$ cat src/rtl/fwd_pkg.sv
// Shared types and helpers for the forwarding / hazard unit.
// Holds the register-file select code, the in-flight tracker entry type and
// the select-width helper used to size per-port select fields.
package fwd_pkg;

   // Select code meaning "read the operand from the register file".
   localparam int SEL_RF = 0;

   // Widest register index the tracker entry can hold. REG_AW of any
   // instance must not exceed this; narrower indices are zero-extended.
   localparam int DEST_W = 16;

   // One in-flight instruction as seen by the hazard logic.
   typedef struct packed {
      logic              valid;
      logic              wb_en;
      logic [DEST_W-1:0] dest;
      logic              is_load;
   } trk_entry_t;

   // Width needed to encode 0 (register file) through depth (oldest stage).
   function automatic int sel_width(input int depth);
      return $clog2(depth + 1);
   endfunction

endpackage

$ cat src/rtl/fwd_port_sel.sv
// Per-operand priority matcher: finds the youngest in-flight writer of src.
// Latency: combinational (0 cycles). Backpressure: none, pure function.
// Ports:
//   src, src_valid      - one source register index and its read-enable
//   trk                 - tracker, trk[k-1] is stage k (1 = EX)
//   sel                 - 0 = register file, k = youngest matching stage
//   load_use            - the stage-1 entry matches and is a load
//   any_match           - some stage matches
module fwd_port_sel
   import fwd_pkg::*;
#(
   parameter int REG_AW = 4,
   parameter int DEPTH  = 3,
   parameter int SW     = sel_width(DEPTH)
) (
   input  logic [REG_AW-1:0]      src,
   input  logic                   src_valid,
   input  trk_entry_t [DEPTH-1:0] trk,
   output logic [SW-1:0]          sel,
   output logic                   load_use,
   output logic                   any_match
);

   logic [DEPTH-1:0]  hit;
   logic [DEST_W-1:0] src_ext;

   assign src_ext = DEST_W'(src);

   always_comb begin
      hit = '0;
      for (int k = 0; k < DEPTH; k++) begin
         hit[k] = trk[k].valid && trk[k].wb_en && src_valid &&
                  (trk[k].dest == src_ext);
      end
   end

   // Scan oldest to youngest so the youngest hit overwrites older ones.
   always_comb begin
      sel = SW'(SEL_RF);
      for (int k = DEPTH - 1; k >= 0; k--) begin
         if (hit[k]) begin
            sel = SW'(k + 1);
         end
      end
   end

   assign any_match = |hit;
   assign load_use  = hit[0] && trk[0].is_load;

endmodule

$ cat src/rtl/fwd_hazard_unit.sv
// Forwarding select and hazard detection for the ID stage, DEPTH stages deep.
// Latency: sel_src/hazard are combinational; during sram_freeze they replay the last unfrozen value.
// Backpressure: hazard stalls ID/IF for one bubble; sram_freeze holds tracker and outputs.
// Optional macro FWD_HAZARD_STATS_EN adds saturating fwd_count / stall_count.
// Ports:
//   clk, rst (async, active-low)
//   src/src_valid      - NUM_SRC source indices of the ID instruction
//   id_valid/id_dest/id_wb_en/id_mem_read - the ID instruction itself
//   forward_en         - 1: forward and stall only on load-use; 0: stall on any RAW
//   sram_freeze        - global memory stall
//   sel_src            - per port: 0 = regfile, k = stage k result
//   hazard             - stall ID/IF and inject a bubble
module fwd_hazard_unit
   import fwd_pkg::*;
#(
   parameter  int NUM_SRC = 2,
   parameter  int REG_AW  = 4,
   parameter  int DEPTH   = 3,
   localparam int SW      = sel_width(DEPTH)
) (
   input  logic                      clk,
   input  logic                      rst,
   input  logic [NUM_SRC*REG_AW-1:0] src,
   input  logic [NUM_SRC-1:0]        src_valid,
   input  logic                      id_valid,
   input  logic [REG_AW-1:0]         id_dest,
   input  logic                      id_wb_en,
   input  logic                      id_mem_read,
   input  logic                      forward_en,
   input  logic                      sram_freeze,
   output logic [NUM_SRC*SW-1:0]     sel_src,
   output logic                      hazard
`ifdef FWD_HAZARD_STATS_EN
   ,
   output logic [31:0]               fwd_count,
   output logic [31:0]               stall_count
`endif
);

   trk_entry_t [DEPTH-1:0]  trk;
   trk_entry_t              id_entry;
   logic [NUM_SRC*SW-1:0]   sel_raw;
   logic [NUM_SRC*SW-1:0]   sel_live;
   logic [NUM_SRC*SW-1:0]   sel_hold;
   logic [NUM_SRC-1:0]      port_load_use;
   logic [NUM_SRC-1:0]      port_any_match;
   logic                    haz_live;
   logic                    haz_hold;

   for (genvar i = 0; i < NUM_SRC; i++) begin : g_port
      fwd_port_sel #(
         .REG_AW (REG_AW),
         .DEPTH  (DEPTH),
         .SW     (SW)
      ) u_port_sel (
         .src       (src[i*REG_AW +: REG_AW]),
         .src_valid (src_valid[i]),
         .trk       (trk),
         .sel       (sel_raw[i*SW +: SW]),
         .load_use  (port_load_use[i]),
         .any_match (port_any_match[i])
      );
   end

   // Without forwarding every RAW dependency must wait for the writer to
   // drain; with forwarding only a load still in EX cannot supply its data.
   assign sel_live = forward_en ? sel_raw : '0;
   assign haz_live = forward_en ? (|port_load_use) : (|port_any_match);

   // A frozen pipeline must see the same decisions it saw when it stopped.
   assign sel_src = sram_freeze ? sel_hold : sel_live;
   assign hazard  = sram_freeze ? haz_hold : haz_live;

   // A stalled ID instruction is not admitted; a bubble enters EX instead.
   always_comb begin
      id_entry = '0;
      if (id_valid && !haz_live) begin
         id_entry.valid   = 1'b1;
         id_entry.wb_en   = id_wb_en;
         id_entry.dest    = DEST_W'(id_dest);
         id_entry.is_load = id_mem_read;
      end
   end

   always_ff @(posedge clk or negedge rst) begin
      if (!rst) begin
         trk      <= '0;
         sel_hold <= '0;
         haz_hold <= 1'b0;
      end else if (!sram_freeze) begin
         trk[0] <= id_entry;
         for (int k = 1; k < DEPTH; k++) begin
            trk[k] <= trk[k-1];
         end
         sel_hold <= sel_live;
         haz_hold <= haz_live;
      end
   end

`ifdef FWD_HAZARD_STATS_EN
   // Unfrozen outputs equal the live values, so counting live is exact.
   always_ff @(posedge clk or negedge rst) begin
      if (!rst) begin
         fwd_count   <= '0;
         stall_count <= '0;
      end else if (!sram_freeze) begin
         if ((|sel_live) && (fwd_count != '1)) begin
            fwd_count <= fwd_count + 32'd1;
         end
         if (haz_live && (stall_count != '1)) begin
            stall_count <= stall_count + 32'd1;
         end
      end
   end
`endif

endmodule

$ cat config.mk
export PLATFORM = sky130hd
export DESIGN_NAME = fwd_hazard_unit
export DESIGN_NICKNAME = d
export VERILOG_FILES = /design/src/rtl/fwd_pkg.sv /design/src/rtl/fwd_port_sel.sv /design/src/rtl/fwd_hazard_unit.sv
export SDC_FILE = /design/constraint.sdc
export NUM_CORES = 1
export LEC_CHECK = 0
export ABC_AREA = 1
export CAP_MARGIN = 20
export CORE_MARGIN = 2
export CORE_UTILIZATION = 47
export DETAILED_ROUTE_END_ITERATION = 8
export PLACE_DENSITY = 0.74
export REMOVE_ABC_BUFFERS = 1
export SYNTH_ARGS = -nofsm -noshare
export SYNTH_HDL_FRONTEND = slang
export SYNTH_SLANG_ARGS = --single-unit
$ cat constraint.sdc
create_clock -name clk -period 1.2 [get_ports clk]
set_clock_uncertainty 0.1 [all_clocks]
set_input_delay 0.18 -clock clk [delete_from_list [all_inputs] [get_ports clk]]
set_output_delay 0.18 -clock clk [all_outputs]
set_load 0.02 [all_outputs]
==> impl_metrics.toml <==
[run_status]
status = "finished, violations left"
violations = "setup timing"

[placed_design]
gp_congestion = 0.814
io_buffers = 25
placed_cells = 275
pre_cts_slack_ns = -1.23
hpwlAfterDp_um = 2350

[critical_path]
crit_path_end_kind = "output pin"
reg2regPathDepth = 12
cp-start-kind = "register"
worstSetupPathType = "register to output pin"
r2r_end = "haz_hold"
reg2reg_from = "trk[42]"
arrival_ns = 1.78
path_max_fanout = 4
reg2reg_slack_ns = -0.72
worstPathRequired_ns = 0.92
crit_start = "trk[42]"
endpoint = "hazard"

[finish]
nNetsFinal = 283
layout-drive-gt1-share_pct = 32.6
antennaDiodeCount = 0
fin_util_pct = 71.3
area_delta_synth_final_pct = 46.8
regArea_um2 = 603
stdcell_count = 294
multi_input_area_um2 = 806
fillers = 257

[floorplan]
fp-row-count = 20
die_area_mm2 = 0.00353
die_w_um = 59.5
io_pins = 26
die_h_um = 59.5
core_mm2 = 0.00298
start_util_pct = 48.5

[worst_hold_path]
hold_path.class = "input pin to asynchronous set/reset pin"

[routing]
firstDrtPassIters = 5
wl_per_cell_um = 11.8
drc = 0
drt_iter0_markers = 28
viasPerCell = 4.82
wl_um = 3470
ant_nets = 0
vias = 1416

[global_routing]
track_usage_pct = 21.6
grt_pass1_wl_um = 5670
grt_pass1_vias = 1324
grtUsageMet2_pct = 36.4
grt-ovfl-total = 0
grtUsageMet1_pct = 27.5
grt_max_degree = 25
gr-usage-met3_pct = 5.46
antenna_found_initial = 0
busiest_layer = "met2"

[timing]
fin_setup_tns_ns = -8.70
setup_violations = 17
rsz0062_at_grt = "yes"
period_minus_slack_ns = 2.06
worst_slew_pin_slew_ns = 0.435
hold_viol_final = 0
finalCritPeriodShare_pct = 172
drv_slew = 0
maxSlewHeadroom_pct = 70.9
fmax_ghz = 0.485
layout_setup_ws_ns = -0.860

[synthesis]
ys_ff_latch = 24
ys_warn_count = 0
syn-instance-count = 205
ys_seq_area_share_pct = 41.6
syn_area_mm2 = 0.00145
synth.distinct_cells = 22
postSynthAreaPerCell_um2 = 7.05

[pwr]
peakVddDrop_uv = 639
p_per_area_mw_per_mm2 = 979
power_leakage_nw = 1.14

[clock_network]
path_clk_slew_ns = 0.14
cts_max_level = 1
root_buffer = "clkbuf_4"
cts_buffer_depth = 2
numCtsBuffers = 3
cts_tree = "built"
clock_latency_ns = 0.32
numClockSinks = 24

[job]
cap_violations = 0
## worst max-delay path, cell delays in order, from the launching register on
cell and delay (ns):
dfrtp_1 0.45, buf_6 0.14, xor2_2 0.14, nand3b_4 0.19
nand2_4 0.07, nor2_2 0.04, nand2_2 0.07, nand2_4 0.06
o21ai_4 0.16, buf_6 0.13
## sequential cells by signal, indices dropped and copies added (netlist names)
| register | flops |
|---|---|
| haz_hold | 1 |
| sel_hold | 4 |
| trk | 19 |
## cells in the mapped netlist, drive strengths merged
cell / n / share of area [%]
nand3b: 1 / 0.78
inv: 25 / 6.5
buf: 2 / 1.6
xnor2: 5 / 3.0
clkbuf: 2 / 0.52
nand3: 17 / 6.6
xor2: 2 / 1.2
a21oi: 4 / 1.4
nor2: 17 / 6.1
o21ai: 11 / 4.1
dfrtp: 24 / 42
a22o: 1 / 0.61
nand2: 93 / 26
nand4: 1 / 0.43
## how the worst min path moves through the flow
| stage | start | endpoint | slack, ns | cells after the start |
|---|---|---|---|---|
| floorplan | rst | haz_hold | -0.22 | 0 |
| global placement | haz_hold | haz_hold | 0.35 | 2 |
| detailed placement | sel_hold[0] | sel_hold[0] | 0.36 | 2 |
| CTS | rst | trk[2] | 0.08 | 2 |
| global route | rst | trk[3] | 0.08 | 2 |
| finish | rst | trk[2] | 0.08 | 2 |
## kinds of logic after synthesis
group | count (synthesis) | synth area share, %
AO/OA/AOI/OAI | 16 | 6.06
XOR/XNOR | 7 | 4.24
buffers and inverters | 29 | 8.57
flip-flops | 24 | 41.6
AND/OR/NAND/NOR | 129 | 39.6
## cell type report
type / count / area share, %
well taps: 33 / 1.95
multi-input cells: 152 / 38.0
flip-flops and latches: 24 / 28.4
inverters: 25 / 4.42
clock inverters: 1 / 1.42
clock buffers: 3 / 1.06
repair buffers: 56 / 24.8
## placed cells by master (no fill, tap or decap), types with 2 or more instances in the layout
| master | instances |
|---|---|
| buf_4 | 25 |
| a21oi_1 | 3 |
| nor2_1 | 7 |
| inv_1 | 13 |
| nor2_2 | 8 |
| nand2_4 | 2 |
| dfrtp_2 | 2 |
| nand3_2 | 3 |
| inv_2 | 12 |
| dlymetal6s2s_1 | 2 |
| xor2_2 | 2 |
| nand2_2 | 10 |
| o21ai_0 | 8 |
| dfrtp_1 | 22 |
| o21ai_1 | 2 |
| clkbuf_4 | 3 |
| buf_6 | 10 |
| nand3_1 | 14 |
| nand2_1 | 81 |
| xnor2_1 | 4 |
| clkdlybuf4s50_1 | 18 |
## power breakdown
part	switching (mW)	internal (mW)
sequential	0.0666	0.876
combinational	0.272	0.264
clock	0.261	0.338
## per-stage QoR
step | hold slack, ns | area (um2) | power (mW)
floorplan | -0.216 | 1420 | 1.16
global placement | 0.353 | 1840 | 1.38
detailed placement | 0.361 | 1840 | 1.39
CTS | 0.0818 | 2050 | 2.05
global route | 0.0790 | 2120 | 2.19
finish | 0.0850 | 2120 | 2.08
## what timing repair did
action / in CTS / in global routing
hold buffers: 0 / 0
pin swaps: 9 / 17
resized for setup: 42 / 24
buffers inserted: 20 / 7
setup endpoints to repair: 17 / 21
## metal layers
layer,wire length [um],up-vias
met3,130,6
met4,54,0
met1,1580,637
met2,1710,28
li1,-,745
met5,0,-
Power figures use the tool's default switching activity.
